`config.mk`:
```
export PLATFORM = sky130hd
export DESIGN_NAME = hazard_stall_ctrl_flat
export DESIGN_NICKNAME = d
export VERILOG_FILES = /design/src/rtl/hazard_stall_ctrl_pkg.sv /design/src/rtl/hazard_stall_ctrl_if.sv /design/src/rtl/hazard_stall_ctrl_mult_occupancy_fsm.sv /design/src/rtl/hazard_stall_ctrl.sv /design/src/flat_wrapper.sv
export SDC_FILE = /design/constraint.sdc
export NUM_CORES = 1
export LEC_CHECK = 0
export BUFFER_PORTS_ARGS = -buffer_cell sky130_fd_sc_hd__buf_2
export CAP_MARGIN = 20
export CORE_AREA = 10 10 47 49
export DETAILED_ROUTE_END_ITERATION = 16
export DIE_AREA = 0 0 57 59
export PLACE_DENSITY = 0.8
export SYNTH_ARGS = -nofsm -noshare
export SYNTH_HDL_FRONTEND = slang
export SYNTH_SLANG_ARGS = --single-unit
```
`constraint.sdc`:
```
create_clock -name clk -period 2.5 [get_ports clk]
set_clock_uncertainty 0.1 [all_clocks]
set_input_delay 0 -clock clk [delete_from_list [all_inputs] [get_ports clk]]
set_output_delay 0 -clock clk [all_outputs]
set_load 0.05 [all_outputs]
```
`src/rtl/hazard_stall_ctrl_pkg.sv`:
```
// Shared definitions for the MULT2 pipeline hazard/stall controller.
// Holds the register-index width, the x0 index and the multiplier FSM state encoding.
package pipeline_pkg;

  localparam int REG_ADDR_W = 5;

  localparam logic [REG_ADDR_W-1:0] X0_IDX = '0;

  typedef enum logic {
    IDLE     = 1'b0,
    MUL_BUSY = 1'b1
  } mul_state_e;

  // True when a register written by EX is the one being read. x0 never matches.
  function automatic logic reg_match(input logic [REG_ADDR_W-1:0] wr_idx,
                                     input logic [REG_ADDR_W-1:0] rd_idx);
    return (wr_idx != X0_IDX) && (wr_idx == rd_idx);
  endfunction

endpackage

```
`src/rtl/hazard_stall_ctrl_if.sv`:
```
// Pipeline-side view of the hazard controller: ID/EX/MEM observations in,
// register enables and bubble/flush controls out.
interface hazard_stall_ctrl_if;
  import pipeline_pkg::*;

  logic [REG_ADDR_W-1:0] id_rs1;
  logic [REG_ADDR_W-1:0] id_rs2;
  logic                  id_uses_rs2;
  logic [REG_ADDR_W-1:0] ex_rd;
  logic                  ex_memread;
  logic                  ex_is_mult;
  logic                  mem_branch_taken;

  logic                  pc_en;
  logic                  if_id_en;
  logic                  if_id_flush;
  logic                  id_ex_en;
  logic                  id_ex_bubble;
  logic                  ex_mem_bubble;
  logic                  mult_done;

  // The pipeline datapath drives observations and consumes the controls.
  modport master (
    output id_rs1, id_rs2, id_uses_rs2, ex_rd, ex_memread, ex_is_mult, mem_branch_taken,
    input  pc_en, if_id_en, if_id_flush, id_ex_en, id_ex_bubble, ex_mem_bubble, mult_done
  );

  modport slave (
    input  id_rs1, id_rs2, id_uses_rs2, ex_rd, ex_memread, ex_is_mult, mem_branch_taken,
    output pc_en, if_id_en, if_id_flush, id_ex_en, id_ex_bubble, ex_mem_bubble, mult_done
  );

endinterface

```
`src/rtl/hazard_stall_ctrl_mult_occupancy_fsm.sv`:
```
// Tracks how long a MUL has occupied EX and raises a stall request until its
// final cycle, where it pulses mult_done instead.
module mult_occupancy_fsm
  import pipeline_pkg::*;
#(
  parameter int MULT_LAT = 2,
  parameter int CNT_W    = 4
) (
  input  logic clk,
  input  logic arst_n,
  input  logic ex_is_mult,
  input  logic flush,
  output logic idle,
  output logic mult_stall,
  output logic mult_done
);

  localparam bit               MULTI_CYCLE = (MULT_LAT > 1);
  localparam logic [CNT_W-1:0] CNT_INIT    = MULTI_CYCLE ? CNT_W'(MULT_LAT - 2) : '0;

  mul_state_e       state, state_nxt;
  logic [CNT_W-1:0] cnt, cnt_nxt;

  always_ff @(posedge clk or negedge arst_n) begin
    if (!arst_n) begin
      state <= IDLE;
      cnt   <= '0;
    end else begin
      state <= state_nxt;
      cnt   <= cnt_nxt;
    end
  end

  // A taken branch aborts any MUL in flight, including one just arriving.
  always_comb begin
    state_nxt = state;
    cnt_nxt   = cnt;
    if (flush) begin
      state_nxt = IDLE;
      cnt_nxt   = '0;
    end else begin
      case (state)
        IDLE: begin
          if (ex_is_mult && MULTI_CYCLE) begin
            state_nxt = MUL_BUSY;
            cnt_nxt   = CNT_INIT;
          end
        end
        MUL_BUSY: begin
          if (cnt == '0) begin
            state_nxt = IDLE;
          end else begin
            cnt_nxt = cnt - 1'b1;
          end
        end
        default: begin
          state_nxt = IDLE;
          cnt_nxt   = '0;
        end
      endcase
    end
  end

  always_comb begin
    idle       = (state == IDLE);
    mult_stall = 1'b0;
    mult_done  = 1'b0;
    if (!flush) begin
      case (state)
        IDLE: begin
          if (ex_is_mult) begin
            mult_stall = MULTI_CYCLE;
            mult_done  = !MULTI_CYCLE;
          end
        end
        MUL_BUSY: begin
          mult_stall = (cnt != '0);
          mult_done  = (cnt == '0);
        end
        default: ;
      endcase
    end
  end

endmodule

```
`src/rtl/hazard_stall_ctrl.sv`:
```
// Hazard/stall controller for the 5-stage MULT2 pipeline: branch flush > MUL stall > load-use.
// Optional HAZARD_PERF_CNT_EN adds perf_stall_cycles / perf_flush_cnt counters.
module hazard_stall_ctrl
  import pipeline_pkg::*;
#(
  parameter int MULT_LAT = 2,
  parameter int CNT_W    = 4
) (
  input  logic                clk,
  input  logic                arst_n,
  hazard_stall_ctrl_if.slave  bus
`ifdef HAZARD_PERF_CNT_EN
  ,
  output logic [31:0]         perf_stall_cycles,
  output logic [31:0]         perf_flush_cnt
`endif
);

  logic fsm_idle;
  logic mult_stall;
  logic fsm_done;
  logic load_use;

  mult_occupancy_fsm #(
    .MULT_LAT (MULT_LAT),
    .CNT_W    (CNT_W)
  ) u_mult_fsm (
    .clk        (clk),
    .arst_n     (arst_n),
    .ex_is_mult (bus.ex_is_mult),
    .flush      (bus.mem_branch_taken),
    .idle       (fsm_idle),
    .mult_stall (mult_stall),
    .mult_done  (fsm_done)
  );

  always_comb begin
    load_use = bus.ex_memread &&
               (reg_match(bus.ex_rd, bus.id_rs1) ||
                (bus.id_uses_rs2 && reg_match(bus.ex_rd, bus.id_rs2)));
  end

  // Outputs stay at their pass-through defaults while reset is held, whatever the inputs.
  always_comb begin
    bus.pc_en         = 1'b1;
    bus.if_id_en      = 1'b1;
    bus.if_id_flush   = 1'b0;
    bus.id_ex_en      = 1'b1;
    bus.id_ex_bubble  = 1'b0;
    bus.ex_mem_bubble = 1'b0;
    bus.mult_done     = 1'b0;
    if (arst_n) begin
      if (bus.mem_branch_taken) begin
        bus.if_id_flush   = 1'b1;
        bus.id_ex_bubble  = 1'b1;
        bus.ex_mem_bubble = 1'b1;
      end else if (mult_stall) begin
        bus.pc_en         = 1'b0;
        bus.if_id_en      = 1'b0;
        bus.id_ex_en      = 1'b0;
        bus.ex_mem_bubble = 1'b1;
      end else if (fsm_done) begin
        bus.mult_done     = 1'b1;
      end else if (fsm_idle && !bus.ex_is_mult && load_use) begin
        bus.pc_en         = 1'b0;
        bus.if_id_en      = 1'b0;
        bus.id_ex_bubble  = 1'b1;
      end
    end
  end

`ifdef HAZARD_PERF_CNT_EN
  always_ff @(posedge clk or negedge arst_n) begin
    if (!arst_n) begin
      perf_stall_cycles <= '0;
      perf_flush_cnt    <= '0;
    end else begin
      if (!bus.pc_en) begin
        perf_stall_cycles <= perf_stall_cycles + 32'd1;
      end
      if (bus.mem_branch_taken) begin
        perf_flush_cnt <= perf_flush_cnt + 32'd1;
      end
    end
  end
`endif

endmodule
```
`src/flat_wrapper.sv`:
```
// flat-port wrapper written by rule: the top's interface ports become plain ports
module hazard_stall_ctrl_flat import pipeline_pkg::*;
#(
  parameter int MULT_LAT = 2,
  parameter int CNT_W    = 4
)
  (clk, arst_n, bus_id_rs1, bus_id_rs2, bus_id_uses_rs2, bus_ex_rd, bus_ex_memread, bus_ex_is_mult, bus_mem_branch_taken, bus_pc_en, bus_if_id_en, bus_if_id_flush, bus_id_ex_en, bus_id_ex_bubble, bus_ex_mem_bubble, bus_mult_done);
  hazard_stall_ctrl_if bus_i ();
  input  logic clk;
  input  logic arst_n;
  input wire logic [$bits(bus_i.id_rs1)-1:0] bus_id_rs1;
  input wire logic [$bits(bus_i.id_rs2)-1:0] bus_id_rs2;
  input wire logic [$bits(bus_i.id_uses_rs2)-1:0] bus_id_uses_rs2;
  input wire logic [$bits(bus_i.ex_rd)-1:0] bus_ex_rd;
  input wire logic [$bits(bus_i.ex_memread)-1:0] bus_ex_memread;
  input wire logic [$bits(bus_i.ex_is_mult)-1:0] bus_ex_is_mult;
  input wire logic [$bits(bus_i.mem_branch_taken)-1:0] bus_mem_branch_taken;
  output wire logic [$bits(bus_i.pc_en)-1:0] bus_pc_en;
  output wire logic [$bits(bus_i.if_id_en)-1:0] bus_if_id_en;
  output wire logic [$bits(bus_i.if_id_flush)-1:0] bus_if_id_flush;
  output wire logic [$bits(bus_i.id_ex_en)-1:0] bus_id_ex_en;
  output wire logic [$bits(bus_i.id_ex_bubble)-1:0] bus_id_ex_bubble;
  output wire logic [$bits(bus_i.ex_mem_bubble)-1:0] bus_ex_mem_bubble;
  output wire logic [$bits(bus_i.mult_done)-1:0] bus_mult_done;
  assign bus_i.id_rs1 = bus_id_rs1;
  assign bus_i.id_rs2 = bus_id_rs2;
  assign bus_i.id_uses_rs2 = bus_id_uses_rs2;
  assign bus_i.ex_rd = bus_ex_rd;
  assign bus_i.ex_memread = bus_ex_memread;
  assign bus_i.ex_is_mult = bus_ex_is_mult;
  assign bus_i.mem_branch_taken = bus_mem_branch_taken;
  assign bus_pc_en = bus_i.pc_en;
  assign bus_if_id_en = bus_i.if_id_en;
  assign bus_if_id_flush = bus_i.if_id_flush;
  assign bus_id_ex_en = bus_i.id_ex_en;
  assign bus_id_ex_bubble = bus_i.id_ex_bubble;
  assign bus_ex_mem_bubble = bus_i.ex_mem_bubble;
  assign bus_mult_done = bus_i.mult_done;
  hazard_stall_ctrl #(.MULT_LAT(MULT_LAT), .CNT_W(CNT_W)) u_core (.clk(clk), .arst_n(arst_n), .bus(bus_i));
endmodule
```
Word-level counts from Yosys, hierarchy flattened
Index checks and enable logic that the tools add are counted.

operators by class
  add/sub/neg operators = 1
  equality and inequality tests = 4
  multiplexer cells = 34
  bitwise operators = 1
  reduce and logical (&&, ||, !) cells = 12

operators with widths
  kind                                                                count
  1-bit 2-to-1 mux                                                    27
  4-bit 2-to-1 mux                                                    3
  5-bit == test                                                       2
  4-bit case mux with 2 select lines                                  1
  1-bit logical AND                                                   6
  3-bit != test, second input constant                                2
  1-bit case mux with 2 select lines                                  3
  5-bit nonzero test                                                  1
  4-bit zero test                                                     1
  4-bit nonzero test                                                  1
  4-bit by 1-bit subtractor with 4-bit output, second input constant  1
  2-bit AND reduction                                                 1
  1-bit zero test                                                     1
  1-bit logical OR                                                    1
  1-bit inverter                                                      1

storage, ports and cells
  register bits = 5
  bits of input ports = 21
  output and inout bits = 7
  word-level logic and storage cells = 54

Longest topological paths before layout
  depth after elaboration = 11
  gate-level depth with buffers = 7
  gate-level depth less buffers = 6

By module
Synthesis repeated with hierarchy kept, for this count alone.

second synthesis, totals
  cells, all modules = 61
  area total of the unflattened synthesis = 513.0 µm²

by module, submodules not included
  module              instances  cells an instance  area an instance (µm²)  sequential area each (µm²)
  mult_occupancy_fsm  1          33                 311.5                   125.1
  hazard_stall_ctrl   1          28                 201.4                   0.0

Worst setup path before layout
No wires, ideal clock.

  kind = register -> output
  start = register u_core.u_mult_fsm.cnt[0]
  end = output port bus_pc_en
  arrival = 2084 ps
  data required time = 2400 ps
  slack = 316 ps
  stages on the path, launching flop included = 8
  path buffers = 1
  path through = dfrtp_1 -> inv_1 -> ha_1 -> and4bb_2 -> nor2_1 -> nand2_1 -> o21a_1 -> buf_4

on the way
  cells in the longest elaborated chain, start to end = 7
  elaborated cells between the ends (all ways) = 10
  those cells by class = mux: 8; reduce/logical: 2

ends and longest elaborated chain
  what                                line                                        RTL
  from (decl)                         hazard_stall_ctrl_mult_occupancy_fsm.sv:22  logic [CNT_W-1:0] cnt, cnt_nxt;
  from (signal assigned)              hazard_stall_ctrl_mult_occupancy_fsm.sv:30  cnt <= cnt_nxt;
  4-bit zero test                     hazard_stall_ctrl_mult_occupancy_fsm.sv:78  mult_done = (cnt == '0);
  1-bit case mux with 2 select lines  hazard_stall_ctrl_mult_occupancy_fsm.sv:69  case (state)
  1-bit 2-to-1 mux                    hazard_stall_ctrl_mult_occupancy_fsm.sv:68  if (!flush) begin
  1-bit 2-to-1 mux                    n/a
  1-bit 2-to-1 mux * (3 in a row)     n/a
  to (decl)                           flat_wrapper.sv:18                          output wire logic [$bits(bus_i.pc_en)-1:0] bus_pc_en;

Mark *: on every way between the ends. The rest lies on a longest branch, timed or not.

Worst setup path in the final report
  start = register u_core.u_mult_fsm.cnt[0]
  end = output port bus_pc_en

on the way
  cells in the longest elaborated chain, start to end = 7
  elaborated cells between the ends (all ways) = 10
  those cells by class = mux: 8; reduce/logical: 2

ends and longest elaborated chain
  what                                line                                        RTL
  4-bit zero test                     hazard_stall_ctrl_mult_occupancy_fsm.sv:78
  1-bit case mux with 2 select lines  hazard_stall_ctrl_mult_occupancy_fsm.sv:69
  1-bit 2-to-1 mux                    hazard_stall_ctrl_mult_occupancy_fsm.sv:68
  1-bit 2-to-1 mux                    hazard_stall_ctrl.sv:62                     end else if (fsm_done) begin
  1-bit 2-to-1 mux *                  hazard_stall_ctrl.sv:57                     end else if (mult_stall) begin
  1-bit 2-to-1 mux *                  hazard_stall_ctrl.sv:53                     if (bus.mem_branch_taken) begin
  1-bit 2-to-1 mux *                  hazard_stall_ctrl.sv:52                     if (arst_n) begin

Marked as above.

==> reports/results.txt <==
status - complete, no violations
TNS Setup - 0 ns
First-pass DRT Iterations - 4
die width - 57 microns
Clock transition at path regs - 0.04 ns
via count - 548
All-Layer GR Usage - 8.54%
post-cts hold buffer count - 3
leakage - 0.321 nW
CP required - 2.40 ns
final instance area - 694 sq um
cell area after synthesis - 498 sq um
register-to-register setup slack - 0.98 ns
sw power - 0.127 mW
Mapped Nets - 79
post-route ant nets - 0
layout cells sized above 1 - 39.8%
Root Buffer Master - clkbuf_4
# IOs - 28
HP Class - input port to async pin
dpl cells - 97
CTS Buffer Depth - 2
diode count - 0
Comb pwr share - 43.0%
post_cts resized - 0
Crit Path Category - flip-flop to output pin
worst reg2reg endpoint - u_core.u_mult_fsm.cnt[3]$_DFFE_PN0P_
fin. max-slew vios - 0
flops & latches, synth - 5
DP Wirelength - 1200 microns
Starting DRT DRC Count - 2
row count - 14
syn avg cell area - 8.89 sq um
FF+latch area - 125 sq um
startpoint types - flip-flop
clock sinks - 5
fill cell total of the finished layout - 152
worst-margin pin slew - 0.280 ns
Starting Density - 35.5%
Max-cap violations - 0
switching part of the total - 37.5%
post-CTS setup buffer count - 0
Critical R2R Launch - u_core.u_mult_fsm.cnt[0]$_DFFE_PN0P_
final period utilization - 72.7%
PD cells - 489 mW/mm^2
Syn Inst Count - 56
total die area - 0.00336 sq mm
Clk pwr share - 26.9%
Setup crit end kind - output pin
Synth-to-Final Area Change - 39.4%
yosys warns - 0
Int Power - 0.212 mW
non-filler instance count after layout - 104
final setup violation count - 0
Seq/Total Area, Yosys - 25.1%
Residual DRC - 0
Vias per Instance - 5.27
achievable clock frequency - 550 MHz
final WL - 1450 microns
pre-CTS WS - 0.931 ns
Final WS setup - 0.683 ns
Final nets - 112
placer congestion estimate - 0.846
vias in the first global route - 581
total congestion overflow - 0
core area - 0.00140 sq mm
clk_lat worst skew - 0.24 ns
sequential power share - 30.1%
Relative slew margins - 81.2%
# H-tree levels - 1
Multi-input gate area - 350 sq um
R2R depth - 6
largest net degree at the start of global routing - 10
Area after DPL - 638 sq um
hold_ws - 0.0248 ns
synth unique cells - 30
RSZ-0062 raised after global routing - no
first-pass GRT wire length - 2440 microns
Max FO, Critical Path - 4
worst vdd ir - 0.000275 V
Die Y - 59 microns
initial antenna violation count - 0
port bufs - 27
Final Hold Fails - 0
crit path time final - 1.82 ns
cts bufs inserted - 3
TritonCTS clock tree - yes
WL per Instance - 13.9 microns
arrival time worst endpoint - 1.72 ns
## synth_stat cells
cell,number,area [sq um]
xor2_1,9,78.8
dfrtp_1,5,125
nor2_1,4,15.0
a21oi_1,3,15.0
nand2_1,3,11.3
and2_1,2,12.5
buf_4,2,15.0
ha_1,2,25.0
inv_1,2,7.51
nor2b_1,2,12.5
o2111ai_1,2,17.5
o21a_1,2,15.0
a22oi_1,1,7.51
a32oi_1,1,8.76
and4bb_2,1,12.5
nand3_1,1,5.00
nand3b_1,1,7.51
nand4b_1,1,8.76
nand4bb_1,1,11.3
nor2_2,1,6.26
nor3_1,1,5.00
nor4_1,1,6.26
o21ai_1,1,5.00
o21ai_2,1,8.76
o21bai_1,1,7.51
o31ai_1,1,7.51
o31ai_2,1,12.5
or4_1,1,7.51
or4_4,1,11.3
xnor2_1,1,8.76
## cells by family (layout without fill, tap and decap cells)
| kind of cell | count (synthesis) | in the layout | share of synthesized area (%) |
|---|---|---|---|
| AND/OR/NAND/NOR | 21 | 21 | 26.6 |
| AO/OA/AOI/OAI | 14 | 14 | 21.1 |
| XOR/XNOR | 10 | 10 | 17.6 |
| flip-flops | 5 | 5 | 25.1 |
| buffers and inverters | 4 | 36 | 4.52 |
| adder cells (fa/ha/maj) | 2 | 2 | 5.02 |
## layer usage
layer | part of all wire (%) | track usage, % | routed length, microns
met3 | 12 | 3.22 | 180
met2 | 47 | 15.2 | 686
met1 | 40 | 8.64 | 581
met4 | 0 | 4.03 | 0
met5 | 0 | 0 | 0
## critical path: stages (launching register included)
cell      delay (ns)
dfrtp_1         0.40
inv_1           0.11
ha_1            0.17
and4bb_2        0.27
nor2_1          0.06
nand2_1         0.08
o21a_1          0.13
buf_2           0.26
## stage by stage
| step | util (%) | power, mW |
|---|---|---|
| final | 49.6 | 0.340 |
| after global routing | 49.6 | 0.369 |
| after global placement | 45.5 | 0.243 |
| after CTS | 49.6 | 0.346 |
| after detailed placement | 45.5 | 0.246 |
| after floorplan | - | 0.203 |
## final cells by class
cell class	instances	share of cell area, %
inverters	2	1.08
repair buffers	30	23.8
clock buffers	4	3.78
flip-flops and latches	5	18.0
multi-input cells	47	50.5
well taps	16	2.88
## flip-flops by register name, summed over array words and instances (netlist names)
signal	cells
u_core.u_mult_fsm.cnt	4
u_core.u_mult_fsm.state	1
## how the worst max path moves through the flow
| stage | startpoint | endpoint | slack, ns | cells past startpoint |
|---|---|---|---|---|
| finish | u_core.u_mult_fsm.cnt[0]$_DFFE_PN0P_ | bus_pc_en | 0.68 | 7 |
| CTS | u_core.u_mult_fsm.cnt[0]$_DFFE_PN0P_ | bus_if_id_en | 0.66 | 7 |
| global placement | u_core.u_mult_fsm.cnt[0]$_DFFE_PN0P_ | bus_if_id_en | 0.99 | 7 |
| detailed placement | u_core.u_mult_fsm.cnt[0]$_DFFE_PN0P_ | bus_if_id_en | 0.93 | 7 |
| floorplan | u_core.u_mult_fsm.cnt[0]$_DFFE_PN0P_ | bus_pc_en | 0.32 | 7 |
| global route | u_core.u_mult_fsm.cnt[0]$_DFFE_PN0P_ | bus_pc_en | 0.57 | 7 |
## cells in the final DEF, fill, tap and decap left out, drive strengths merged, types with 3 or more instances in the layout
| master | n |
|---|---|
| nand2 | 3 |
| a21oi | 3 |
| nor2 | 5 |
| buf | 27 |
| xor2 | 9 |
| dlygate4sd3 | 3 |
| dfrtp | 5 |
| clkbuf | 4 |
## power by group through the flow
stage,logic [mW],clock network (mW),registers (mW)
2_1_floorplan,0.106,0,0.0970
3_3_place_gp,0.140,0,0.103
3_5_place_dp,0.143,0,0.103
4_1_cts,0.147,0.0971,0.102
5_1_grt,0.161,0.104,0.104
6_report,0.146,0.0913,0.102
Power figures use the tool's default switching activity.
